===== src/rtl/multicycle_ctrl.sv =====
// Multicycle FETCH/DECODE/EXEC/MEM/WB sequencer for an RV32I datapath with a shared memory port.
// Optional retired-instruction counter enabled by defining INSTRET_EN.
module multicycle_ctrl #(
    parameter int MEM_TIMEOUT = 15,
    parameter int CNT_W       = 32
) (
    input  logic             clk,
    input  logic             rst_n,
    input  logic             start,
    input  logic [6:0]       op,
    input  logic [2:0]       funct3,
    input  logic [11:0]      imm,
    input  logic             mem_ready,
    output logic             mem_req,
    output logic             mem_we,
    output logic             mem_addr_sel,
    output logic             ir_we,
    output logic             alu_latch,
    output logic             reg_we,
    output logic             pc_we,
    output logic             halted,
    output logic             fault,
    output logic [2:0]       state,
    output logic [CNT_W-1:0] instret
);

    localparam logic [2:0] S_IDLE   = 3'd0;
    localparam logic [2:0] S_FETCH  = 3'd1;
    localparam logic [2:0] S_DECODE = 3'd2;
    localparam logic [2:0] S_EXEC   = 3'd3;
    localparam logic [2:0] S_MEM    = 3'd4;
    localparam logic [2:0] S_WB     = 3'd5;
    localparam logic [2:0] S_HALT   = 3'd6;
    localparam logic [2:0] S_FAULT  = 3'd7;

    localparam logic [6:0] OP_ALU    = 7'b0110011;
    localparam logic [6:0] OP_ALUI   = 7'b0010011;
    localparam logic [6:0] OP_LOAD   = 7'b0000011;
    localparam logic [6:0] OP_STORE  = 7'b0100011;
    localparam logic [6:0] OP_BRANCH = 7'b1100011;
    localparam logic [6:0] OP_JAL    = 7'b1101111;
    localparam logic [6:0] OP_JALR   = 7'b1100111;
    localparam logic [6:0] OP_LUI    = 7'b0110111;
    localparam logic [6:0] OP_AUIPC  = 7'b0010111;
    localparam logic [6:0] OP_SYSTEM = 7'b1110011;

    localparam int TW = (MEM_TIMEOUT > 0) ? $clog2(MEM_TIMEOUT + 1) : 1;

    logic [2:0]    state_q;
    logic [2:0]    state_d;
    logic [TW-1:0] tcnt;
    logic          is_load;
    logic          is_store;
    logic          is_branch;
    logic          legal_op;
    logic          waiting;
    logic          timeout_hit;

    assign is_load   = (op == OP_LOAD);
    assign is_store  = (op == OP_STORE);
    assign is_branch = (op == OP_BRANCH);

    always_comb begin
        legal_op = 1'b0;
        case (op)
            OP_ALU, OP_ALUI, OP_LOAD, OP_STORE, OP_BRANCH,
            OP_JAL, OP_JALR, OP_LUI, OP_AUIPC: legal_op = 1'b1;
            default:                           legal_op = 1'b0;
        endcase
    end

    assign waiting     = ((state_q == S_FETCH) || (state_q == S_MEM)) && !mem_ready;
    // A late mem_ready on the limit cycle still completes the access.
    assign timeout_hit = (MEM_TIMEOUT != 0) && waiting && (tcnt == TW'(MEM_TIMEOUT));

    always_comb begin
        state_d = state_q;
        case (state_q)
            S_IDLE:   if (start) state_d = S_FETCH;
            S_FETCH: begin
                if (mem_ready)        state_d = S_DECODE;
                else if (timeout_hit) state_d = S_FAULT;
            end
            S_DECODE: begin
                if (op == OP_SYSTEM) begin
                    if (funct3 == 3'b000 && (imm == 12'h000 || imm == 12'h001))
                        state_d = S_HALT;
                    else
                        state_d = S_FAULT;
                end else if (legal_op) begin
                    state_d = S_EXEC;
                end else begin
                    state_d = S_FAULT;
                end
            end
            S_EXEC: begin
                if (is_load || is_store) state_d = S_MEM;
                else if (is_branch)      state_d = S_FETCH;
                else                     state_d = S_WB;
            end
            S_MEM: begin
                if (mem_ready)        state_d = is_load ? S_WB : S_FETCH;
                else if (timeout_hit) state_d = S_FAULT;
            end
            S_WB:     state_d = S_FETCH;
            default:  state_d = state_q;
        endcase
    end

    always_ff @(posedge clk) begin
        if (!rst_n) begin
            state_q <= S_IDLE;
            tcnt    <= '0;
        end else begin
            state_q <= state_d;
            if (state_d != state_q)
                tcnt <= '0;
            else if (waiting && MEM_TIMEOUT != 0)
                tcnt <= tcnt + 1'b1;
        end
    end

    assign state        = state_q;
    assign mem_req      = (state_q == S_FETCH) || (state_q == S_MEM);
    assign mem_addr_sel = (state_q == S_MEM);
    assign mem_we       = (state_q == S_MEM) && is_store;
    assign ir_we        = (state_q == S_FETCH) && mem_ready;
    assign alu_latch    = (state_q == S_EXEC);
    assign reg_we       = (state_q == S_WB);
    assign pc_we        = (state_q == S_WB)
                        || ((state_q == S_EXEC) && is_branch)
                        || ((state_q == S_MEM) && is_store && mem_ready);
    assign halted       = (state_q == S_HALT);
    assign fault        = (state_q == S_FAULT);

`ifdef INSTRET_EN
    logic [CNT_W-1:0] ret_cnt;

    always_ff @(posedge clk) begin
        if (!rst_n)
            ret_cnt <= '0;
        else if (pc_we)
            ret_cnt <= ret_cnt + 1'b1;
    end

    assign instret = ret_cnt;
`else
    assign instret = '0;
`endif

endmodule


===== config.mk =====
export PLATFORM = sky130hd
export DESIGN_NAME = multicycle_ctrl
export DESIGN_NICKNAME = d
export VERILOG_FILES = /design/src/rtl/multicycle_ctrl.sv
export SDC_FILE = /design/constraint.sdc
export NUM_CORES = 1
export LEC_CHECK = 0
export ABC_AREA = 1
export CAP_MARGIN = 25
export CORE_MARGIN = 2
export CORE_UTILIZATION = 34
export CTS_CLUSTER_SIZE = 16
export DETAILED_ROUTE_END_ITERATION = 10
export PLACE_DENSITY = 0.79
export SYNTH_ARGS = -nofsm -noshare
export SYNTH_HDL_FRONTEND = slang
export SYNTH_SLANG_ARGS = --single-unit
export TNS_END_PERCENT = 50

===== constraint.sdc =====
create_clock -name clk -period 2 [get_ports clk]
set_clock_uncertainty 0.1 [all_clocks]
set_input_delay 0.4 -clock clk [delete_from_list [all_inputs] [get_ports clk]]
set_output_delay 0.4 -clock clk [all_outputs]
set_load 0.02 [all_outputs]

=== Word level (Yosys, flattened, before mapping) ===
Index checks and enable logic that the tools add are counted.

* Output and inout port bits: 44
* Bits of input ports: 26
* Flip-flop bits (word level): 7
* Word-level logic and storage cells: 54

* Equal/unequal tests: 20
* Add/subtract/negate cells: 1
* Bitwise operators: 1
* Muxes and demuxes: 12
* Reductions and logical operators: 18

{| class="wikitable"
|+ Operator list
! kind !! count
|-
| $eq 7x7->1 const B || 4
|-
| $mux 3 || 9
|-
| $eq 7x6->1 const B || 3
|-
| $pmux 3 s6 || 1
|-
| $eq 7x5->1 const B || 2
|-
| $eq 12x1->1 const B || 1
|-
| $eq 3x3->1 const B || 4
|-
| $logic_not 12->1 || 1
|-
| $reduce_or 9->1 || 1
|-
| $eq 7x2->1 const B || 1
|-
| $logic_and 1x1->1 || 7
|-
| $eq 3x2->1 const B || 2
|-
| $logic_not 3->1 || 2
|-
| $logic_or 1x1->1 || 5
|-
| $add 4x1->4 const B || 1
|-
| $eq 4x4->1 const B || 1
|-
| $eq 3x1->1 const B || 1
|-
| $ne 3x3->1 || 1
|-
| $mux 1 || 2
|-
| $reduce_or 2->1 || 1
|-
| $logic_not 1->1 || 1
|-
| $not 1->1 || 1
|}

=== Depth between registers and ports, before layout ===
Gate-level depths: netlist of run 1.

* Depth in word-level cells: 9
* Gate-level depth with buffers: 13
* Mapped depth without buffers: 13

=== Least setup slack after synthesis of run 1 ===
OpenSTA, ideal clock, no wires.

* Kind: register -> output
* Start: reg state_q[1] (netlist: state[1])
* End: out pc_we
* Arrival time: 1.530 ns
* Required time: 1.500 ns
* Setup slack: -0.030 ns
* Cell stages (with the launch flop): 5
* Buffers on the path: 0
* Path through: dfxtp_1 -> inv_1 -> nor3_2 -> inv_1 -> o211ai_1

* Longest elaborated chain between the ends: 4
* Elaborated cells between the ends (all ways): 8
* Those cells by class: 3 x eq/ne; 5 x reduce/logical

{| class="wikitable"
|+ Ends and longest elaborated chain
! what !! line !! text
|-
| from (decl) || 49 || <nowiki>logic [2:0] state_q;</nowiki>
|-
| from (signal assigned) || 115 || <nowiki>state_q <= state_d;</nowiki>
|-
| $eq 3x2->1 || - ||
|-
| named net alu_latch || 18 || <nowiki>output logic alu_latch,</nowiki>
|-
| $logic_and 1x1->1 || 131 || <nowiki>|| ((state_q == S_EXEC) && is_branch)</nowiki>
|-
| $logic_or 1x1->1 || 131 ||
|-
| $logic_or 1x1->1 || 132 || <nowiki>|| ((state_q == S_MEM) && is_store && mem_ready);</nowiki>
|-
| to (decl) || 20 || <nowiki>output logic pc_we,</nowiki>
|}

The timed path passes the listed nets, and every way through them passes these cells.

=== Worst setup path in the final report of run 1 ===
* Start: in mem_ready
* End: out ir_we

* Longest elaborated chain between the ends: 1

{| class="wikitable"
|+ Ends and longest elaborated chain
! what !! line !! text
|-
| from (decl) || 13 || <nowiki>input logic mem_ready,</nowiki>
|-
| $logic_and 1x1->1 || 127 || <nowiki>assign ir_we = (state_q == S_FETCH) && mem_ready;</nowiki>
|-
| to (decl) || 17 || <nowiki>output logic ir_we,</nowiki>
|}

Every way passes these cells.

==> results.md, run 1 <==
* Finished Layout Cells at 255
* Tcrit/Tclk final at 98.8%
* Largest net degree at the start of global routing at 7
* Antenna-violating nets left at 0
* Global-route wire length before repair at 3900 µm
* Final Max Slew Viols at 0
* Levels on crit path at 4
* Critical path launch point type: input port
* Yosys top cell area share at 26.2%
* Final min period at 1980 ps
* Postcts setup bufs at 0
* Final GP Congestion at 0.849
* # DRC at 0
* Initial antenna violation count at 0
* # diodes at 0
* Flop and latch count out of synthesis at 7
* # rows at 19
* Clk Tree Root Cell: clkbuf_4
* Synth cell types at 24
* DR pass1 iterations at 4
* Setup crit end kind: output port
* DR vias at 1054
* Cell Area, Synth at 945 µm²
* Arrival @ worst endpoint at 1480 ps
* Max clock buf depth at 2
* Die ar. at 3220 µm²
* Worst reg-to-reg setup slack at 260 ps
* Core Area at 2690 µm²
* Worst Setup SP: mem_ready
* Cell taking the most area after synthesis: buf_4
* Port buffer count at 36
* Sink Count at 7
* Top post-synthesis cells by area: buf_4 (26%), dfxtp_1 (15%), nand2_1 (12%)
* Highest net fanout along the worst path at 4
* Top delay family on crit path: buffers and inverters
* Routed wire length at 2210 µm
* Worst Path Buf+Inv at 3
* Grt ovf at 0
* Worst path max stage delay at 530 ps
* Share of cells above drive strength 1 at 22.8%
* Classification of the worst setup path: in -> out
* WL per Instance at 8.68 µm
* Final nets at 252
* CTS clk-pin slew, worst paths at 60 ps
* P_leak at 0.790 nW
* Cells after DPL at 251
* Peak Freq at 506 MHz
* WP data required at 1500 ps
* Setup WS pre-CTS at -617 ps
* Peak supply drop at 0.379 mV
* Reg-to-reg startpoint: state[1]$_SDFF_PN0_
* Final Hold Violating Endpoints at 0
* Most frequent cells in the layout: conb_1 (32), nand2_1 (28), nor2_1 (28)
* IO Count at 70
* Critical Path End: ir_we
* Die Y-Extent at 56.7 µm
* Post-layout util at 54.4%
* Status: finished clean
* Crit Reg-Reg Endpoint: tcnt[0]$_SDFFE_PP0P_
* Crit-path cells: clkdlybuf4s50_1 -> inv_1 -> nor2_1 -> clkdlybuf4s15_2
* Hold WC Path Type: reg -> reg
* Setup TNS at 0 ps
* Layout fillers at 271
* Worst reg2reg path depth at 13
* Vias/cell at 4.13
* CTS buffer count at 3
* TritonCTS clock tree: yes
* Synth Instances at 160
* Leading cell type in the layout, fill and taps excluded: conb_1
* # setup viols final at 0
* Number of DRC markers in iteration 0 at 23
* Vias in the first global route at 995
* RSZ-0062 raised after global routing: yes
* Slowest CP cell: clkdlybuf4s50_1
* Hold-fix buffers, CTS at 0
* Power Dens Cells at 494 nW/µm²
* Yosys warns at 0
* Seq/Total Area, Yosys at 14.8%
* MaxCap Viol Count at 0
* Final worst setup slack at 24.1 ps
* Clk_lat worst skew at 250 ps
* Total GRT Usage at 14.6%
* H-Tree Level Count at 1
* Dpl hpwl at 1950 µm
* Initial core utilization at 35.2%
* Syn Area/Cell at 5.90 µm²
* Area grow syn2layout at 54.6%
* Die X at 56.7 µm
## power by group
group | internal (mW) | switching (mW)
Combinational | 0.188 | 0.230
Sequential | 0.153 | 0.0181
Clock | 0.0763 | 0.0546
Total | 0.418 | 0.303
## worst min-delay path by stage
stage | from | to | slack (ps) | depth (start not counted)
after floorplan | tcnt[3]$_SDFFE_PP0P_ | tcnt[3]$_SDFFE_PP0P_ | 410 | 3
after global placement | tcnt[3]$_SDFFE_PP0P_ | tcnt[3]$_SDFFE_PP0P_ | 430 | 3
after detailed placement | tcnt[3]$_SDFFE_PP0P_ | tcnt[3]$_SDFFE_PP0P_ | 430 | 3
after CTS | tcnt[3]$_SDFFE_PP0P_ | tcnt[3]$_SDFFE_PP0P_ | 440 | 3
after global routing | tcnt[3]$_SDFFE_PP0P_ | tcnt[3]$_SDFFE_PP0P_ | 500 | 3
final | tcnt[3]$_SDFFE_PP0P_ | tcnt[3]$_SDFFE_PP0P_ | 440 | 3
## kinds of logic (layout without fill, tap and decap cells)
| kind of cell | Yosys count | in the layout | synth area share (%) |
|---|---|---|---|
| AOI/OAI and AO/OA | 9 | 9 | 6.49 |
| xor gates and xnor gates | 3 | 3 | 2.78 |
| adders and majority gates | 1 | 1 | 1.32 |
| buffers and inverters | 57 | 90 | 35.8 |
| DFF | 7 | 7 | 14.8 |
| muxes | 1 | 1 | 1.19 |
| other | 1 | 32 | 0.397 |
| and+or+nand+nor | 81 | 81 | 37.2 |
## state kept, by name (all words and copies together) (netlist names)
signal / cells
state: 3
tcnt: 4
## metal layers
metal	up-vias	global-route usage, %	wire (µm)
met3	2	3.69	151
li1	552	-	-
met5	-	0	0
met1	463	17.2	915
met2	37	26.9	1130
met4	0	2.04	19
## worst register-to-register path, stage by stage (launching register included)
cell	delay (ps)
dfxtp_1	400
buf_4	150
nor2_2	40
buf_4	130
nand2_2	90
nor2_1	60
nor2_1	90
nand2_1	70
nor2_1	130
nand3_1	90
nand2_1	70
clkinv_1	60
nand3_2	100
nor2_1	50
## area by class of cell
cell class | count | area, µm² | share of cell area [%]
inverters | 24 | 90.1 | 6.17
repair buffers | 62 | 549 | 37.6
clock buffers | 4 | 26.3 | 1.80
flip-flops and latches | 7 | 141 | 9.68
well taps | 31 | 38.8 | 2.66
multi-input cells | 127 | 614 | 42.1
## synthesized netlist by cell type
cell	number
dfxtp_1	7
nand3_2	1
o21ai_0	2
buf_4	33
a31oi_1	2
nor3_2	1
nor2_1	31
nand4_1	3
or2_2	1
o21ai_4	1
nand2_1	31
conb_1	1
nand2_2	3
nor2_2	2
xnor2_1	3
inv_1	22
mux2_2	1
ha_1	1
inv_2	1
nor3b_1	1
a21oi_1	3
o211ai_1	1
clkinv_1	1
nand3_1	7
## stage by stage
step | hold slack (ps) | instance area, µm² | power, mW
after floorplan | 407 | 1070 | 0.454
after global placement | 431 | 1410 | 0.592
after detailed placement | 430 | 1410 | 0.598
after CTS | 442 | 1450 | 0.724
after global routing | 497 | 1460 | 0.774
final | 438 | 1460 | 0.721
## timing repair
| action | 4_1_cts | 5_1_grt |
|---|---|---|
| pin swaps | 3 | 3 |
| resized for setup | 33 | 6 |
| setup endpoints to repair | 10 | 4 |
(Power assumes the default switching activity.)
==> run 2, diff against run 1 <==
--- a/config.mk
+++ b/config.mk
@@ -7,7 +7,7 @@
 export LEC_CHECK = 0
 export ABC_AREA = 1
 export CAP_MARGIN = 25
-export CORE_MARGIN = 2
+export CORE_MARGIN = 10
 export CORE_UTILIZATION = 34
 export CTS_CLUSTER_SIZE = 16
 export DETAILED_ROUTE_END_ITERATION = 10
==> run 2 against run 1 <==
Global-route usage down 3.5 points. Combinational power up 8.6%. Count of clock-buffer cells in the layout unchanged. Worst hold slack better by 3.5 ps. Power up 4.3%. Wire length up 43%. Utilization up 2.2 points. First-iteration DRC count up 74%. Worst setup slack better by 62 ps. Die area up 64%. Sequential share of layout area down 0.45 points. Via count up 5.6%. Critical endpoint unchanged. Highest routed layer unchanged.
==> results.md, run 2 (synthesized netlist as in run 1, its figures left out) <==
* Status: finished clean (unchanged)
* WL per Instance at 11.9 µm (was 8.68 µm)
* Total Power at 0.751 mW (was 0.721 mW)
* Critical path launch point type: flip-flop (was input port)
* CTS clk-pin slew, worst paths at 50 ps (was 60 ps)
* Final Max Slew Viols at 0 (unchanged)
* Psw at 0.313 mW (was 0.303 mW)
* Dpl hpwl at 2530 µm (was 1950 µm)
* Number of DRC markers in iteration 0 at 40 (was 23)
* Max FFs per register at 4 (unchanged)
* Final nets at 263 (was 252)
* Tcrit/Tclk final at 95.7% (was 98.8%)
* DR pass1 iterations at 4 (unchanged)
* Grt ovf at 0 (unchanged)
* RSZ-0062 raised after global routing: yes (unchanged)
* Highest net fanout along the worst path at 4 (unchanged)
* Leading cell type in the layout, fill and taps excluded: buf_4 (was conb_1)
* Flop pwr share at 22.8% (was 23.7%)
* DP Area at 1420 µm² (was 1410 µm²)
* Worst path max stage delay at 340 ps (was 530 ps)
* Vias/cell at 4.18 (was 4.13)
* Setup crit end kind: output port (unchanged)
* Global-route wire length before repair at 4870 µm (was 3900 µm)
* Slowest CP cell: dfxtp_1 (was clkdlybuf4s50_1)
* # diodes at 0 (unchanged)
* Vias in the first global route at 1167 (was 995)
* Hold_ws at 442 ps (was 438 ps)
* Initial antenna violation count at 0 (unchanged)
* # rows at 19 (unchanged)
* MaxCap Viol Count at 0 (unchanged)
* Die X at 72.7 µm (was 56.7 µm)
* Antenna-violating nets left at 0 (unchanged)
* Initial core utilization at 34.9% (was 35.2%)
* Largest Register: tcnt (unchanged)
* IO Count at 70 (unchanged)
* Setup WS pre-CTS at -626 ps (was -617 ps)
* DR vias at 1113 (was 1054)
* Power Dens Cells at 491 nW/µm² (was 494 nW/µm²)
* Peak supply drop at 0.409 mV (was 0.379 mV)
* Share of cells above drive strength 1 at 26.4% (was 22.8%)
* Final GP Congestion at 0.866 (was 0.849)
* Clk_lat worst skew at 250 ps (about the same)
* Most used cell, CP: nor2_2
* Port buffer count at 36 (unchanged)
* Post-route cell area at 1530 µm² (was 1460 µm²)
* Final min period at 1910 ps (was 1980 ps)
* Cells after DPL at 252 (was 251)
* WP data required at 1500 ps (about the same)
* Sink Count at 7 (unchanged)
* # DRC at 0 (unchanged)
* Final worst setup slack at 86.3 ps (was 24.1 ps)
* Classification of the worst setup path: reg -> out (was in -> out)
* H-Tree Level Count at 1 (unchanged)
* Die Y-Extent at 72.7 µm (was 56.7 µm)
* Max clock buf depth at 2 (unchanged)
* Area grow syn2layout at 62.1% (was 54.6%)
* Die ar. at 5290 µm² (was 3220 µm²)
* Switching share of power at 41.6% (was 42.0%)
* P_leak at 0.839 nW (was 0.790 nW)
* Hold WC Path Type: reg -> reg (unchanged)
* Clk Tree Root Cell: clkbuf_4 (unchanged)
* Comb pwr share at 60.5% (was 58.1%)
* Routed wire length at 3160 µm (was 2210 µm)
* Final Hold Violating Endpoints at 0 (unchanged)
* Internal at 0.439 mW (was 0.418 mW)
* Finished Layout Cells at 266 (was 255)
* Hold-fix buffers, CTS at 0 (unchanged)
* Clock share of power at 16.7% (was 18.2%)
* TritonCTS clock tree: yes (unchanged)
* Largest net degree at the start of global routing at 9 (was 7)
* Core Area at 2710 µm² (was 2690 µm²)
* Arrival @ worst endpoint at 1410 ps (was 1480 ps)
* Total GRT Usage at 11.1% (was 14.6%)
* Peak Freq at 523 MHz (was 506 MHz)
* CTS buffer count at 3 (unchanged)
* Crit-path cells: buf_4 -> nor2_2 -> nand2_1 -> nor2_2 -> clkdlybuf4s15_2 (was clkdlybuf4s50_1 -> inv_1 -> nor2_1 -> clkdlybuf4s15_2)
* # setup viols final at 0 (unchanged)
* Most frequent cells in the layout: buf_4 (38), conb_1 (32), nand2_1 (29) (was conb_1 (32), nand2_1 (28), nor2_1 (28))
==> run 2: cell count changes in the layout (fill, tap and decap cells not counted) <==
cell and change:
buf_4 +11, dlygate4sd2_1 +3, nor2_2 +2, clkdlybuf4s15_1 -1, clkdlybuf4s50_1 -1, dlymetal6s2s_1 -1
nand2_1 +1, nand2_2 -1, nor2_1 -1, nor2_4 -1
==> run 2: worst max-delay path, delay by kind of cell, from the launching register on <==
family	cells	cell delay, ps
simple gates	3	390
buf+inv	2	430
flops	1	340
==> run 2: area by class of cell <==
type                    instances  area [µm²]
multi-input cells             127         609
repair buffers                 73         626
fillers                       259        1180
well taps                      31        38.8
clock buffers                   4        26.3
flip-flops and latches          7         141
inverters                      24        90.1
==> run 2: what timing repair did <==
action	4_1_cts	5_1_grt
pin swaps	4	2
resized for setup	32	6
setup endpoints to repair	10	7
buffers inserted	10	0
==> run 2: power groups by stage <==
stage               Combinational, mW  Clock (mW)  Sequential [mW]
CTS                             0.445       0.131            0.171
detailed placement              0.447           0            0.173
global route                    0.492       0.146            0.173
global placement                0.443           0            0.172
floorplan                       0.273           0            0.181
finish                          0.455       0.126            0.171
==> run 2: per-stage QoR <==
step / TNS [ps] / utilization (%)
after floorplan: 0 / -
after global placement: -2120 / 52.4
after detailed placement: -2320 / 52.4
after CTS: 0 / 55.9
after global routing: -49.8 / 56.5
final: 0 / 56.5
==> run 2: final timing paths <==
check / slack, ps / startpoint / cells past startpoint / to
max: 90 / state[1]$_SDFF_PN0_ / 5 / ir_we
min: 440 / tcnt[3]$_SDFFE_PP0P_ / 3 / tcnt[3]$_SDFFE_PP0P_
max reg2reg: 280 / state[1]$_SDFF_PN0_ / 13 / tcnt[0]$_SDFFE_PP0P_
min reg2reg: 440 / tcnt[3]$_SDFFE_PP0P_ / 3 / tcnt[3]$_SDFFE_PP0P_
==> run 2: layer usage <==
metal	up-vias	wire [µm]	GRT usage, %
li1	576	-	-
met1	494	1180	10.3
met2	37	1730	22.0
met3	6	182	3.27
met4	0	70	4.22
met5	-	0	0
==> run 3, diff against run 2 <==
--- a/config.mk
+++ b/config.mk
@@ -6,7 +6,7 @@
 export NUM_CORES = 1
 export LEC_CHECK = 0
 export ABC_AREA = 1
-export CAP_MARGIN = 25
+export CAP_MARGIN = 20
 export CORE_MARGIN = 10
 export CORE_UTILIZATION = 34
 export CTS_CLUSTER_SIZE = 16
==> results of run 3 <==
Same layout as run 2: the final DEF is identical, and so are final timing and power.
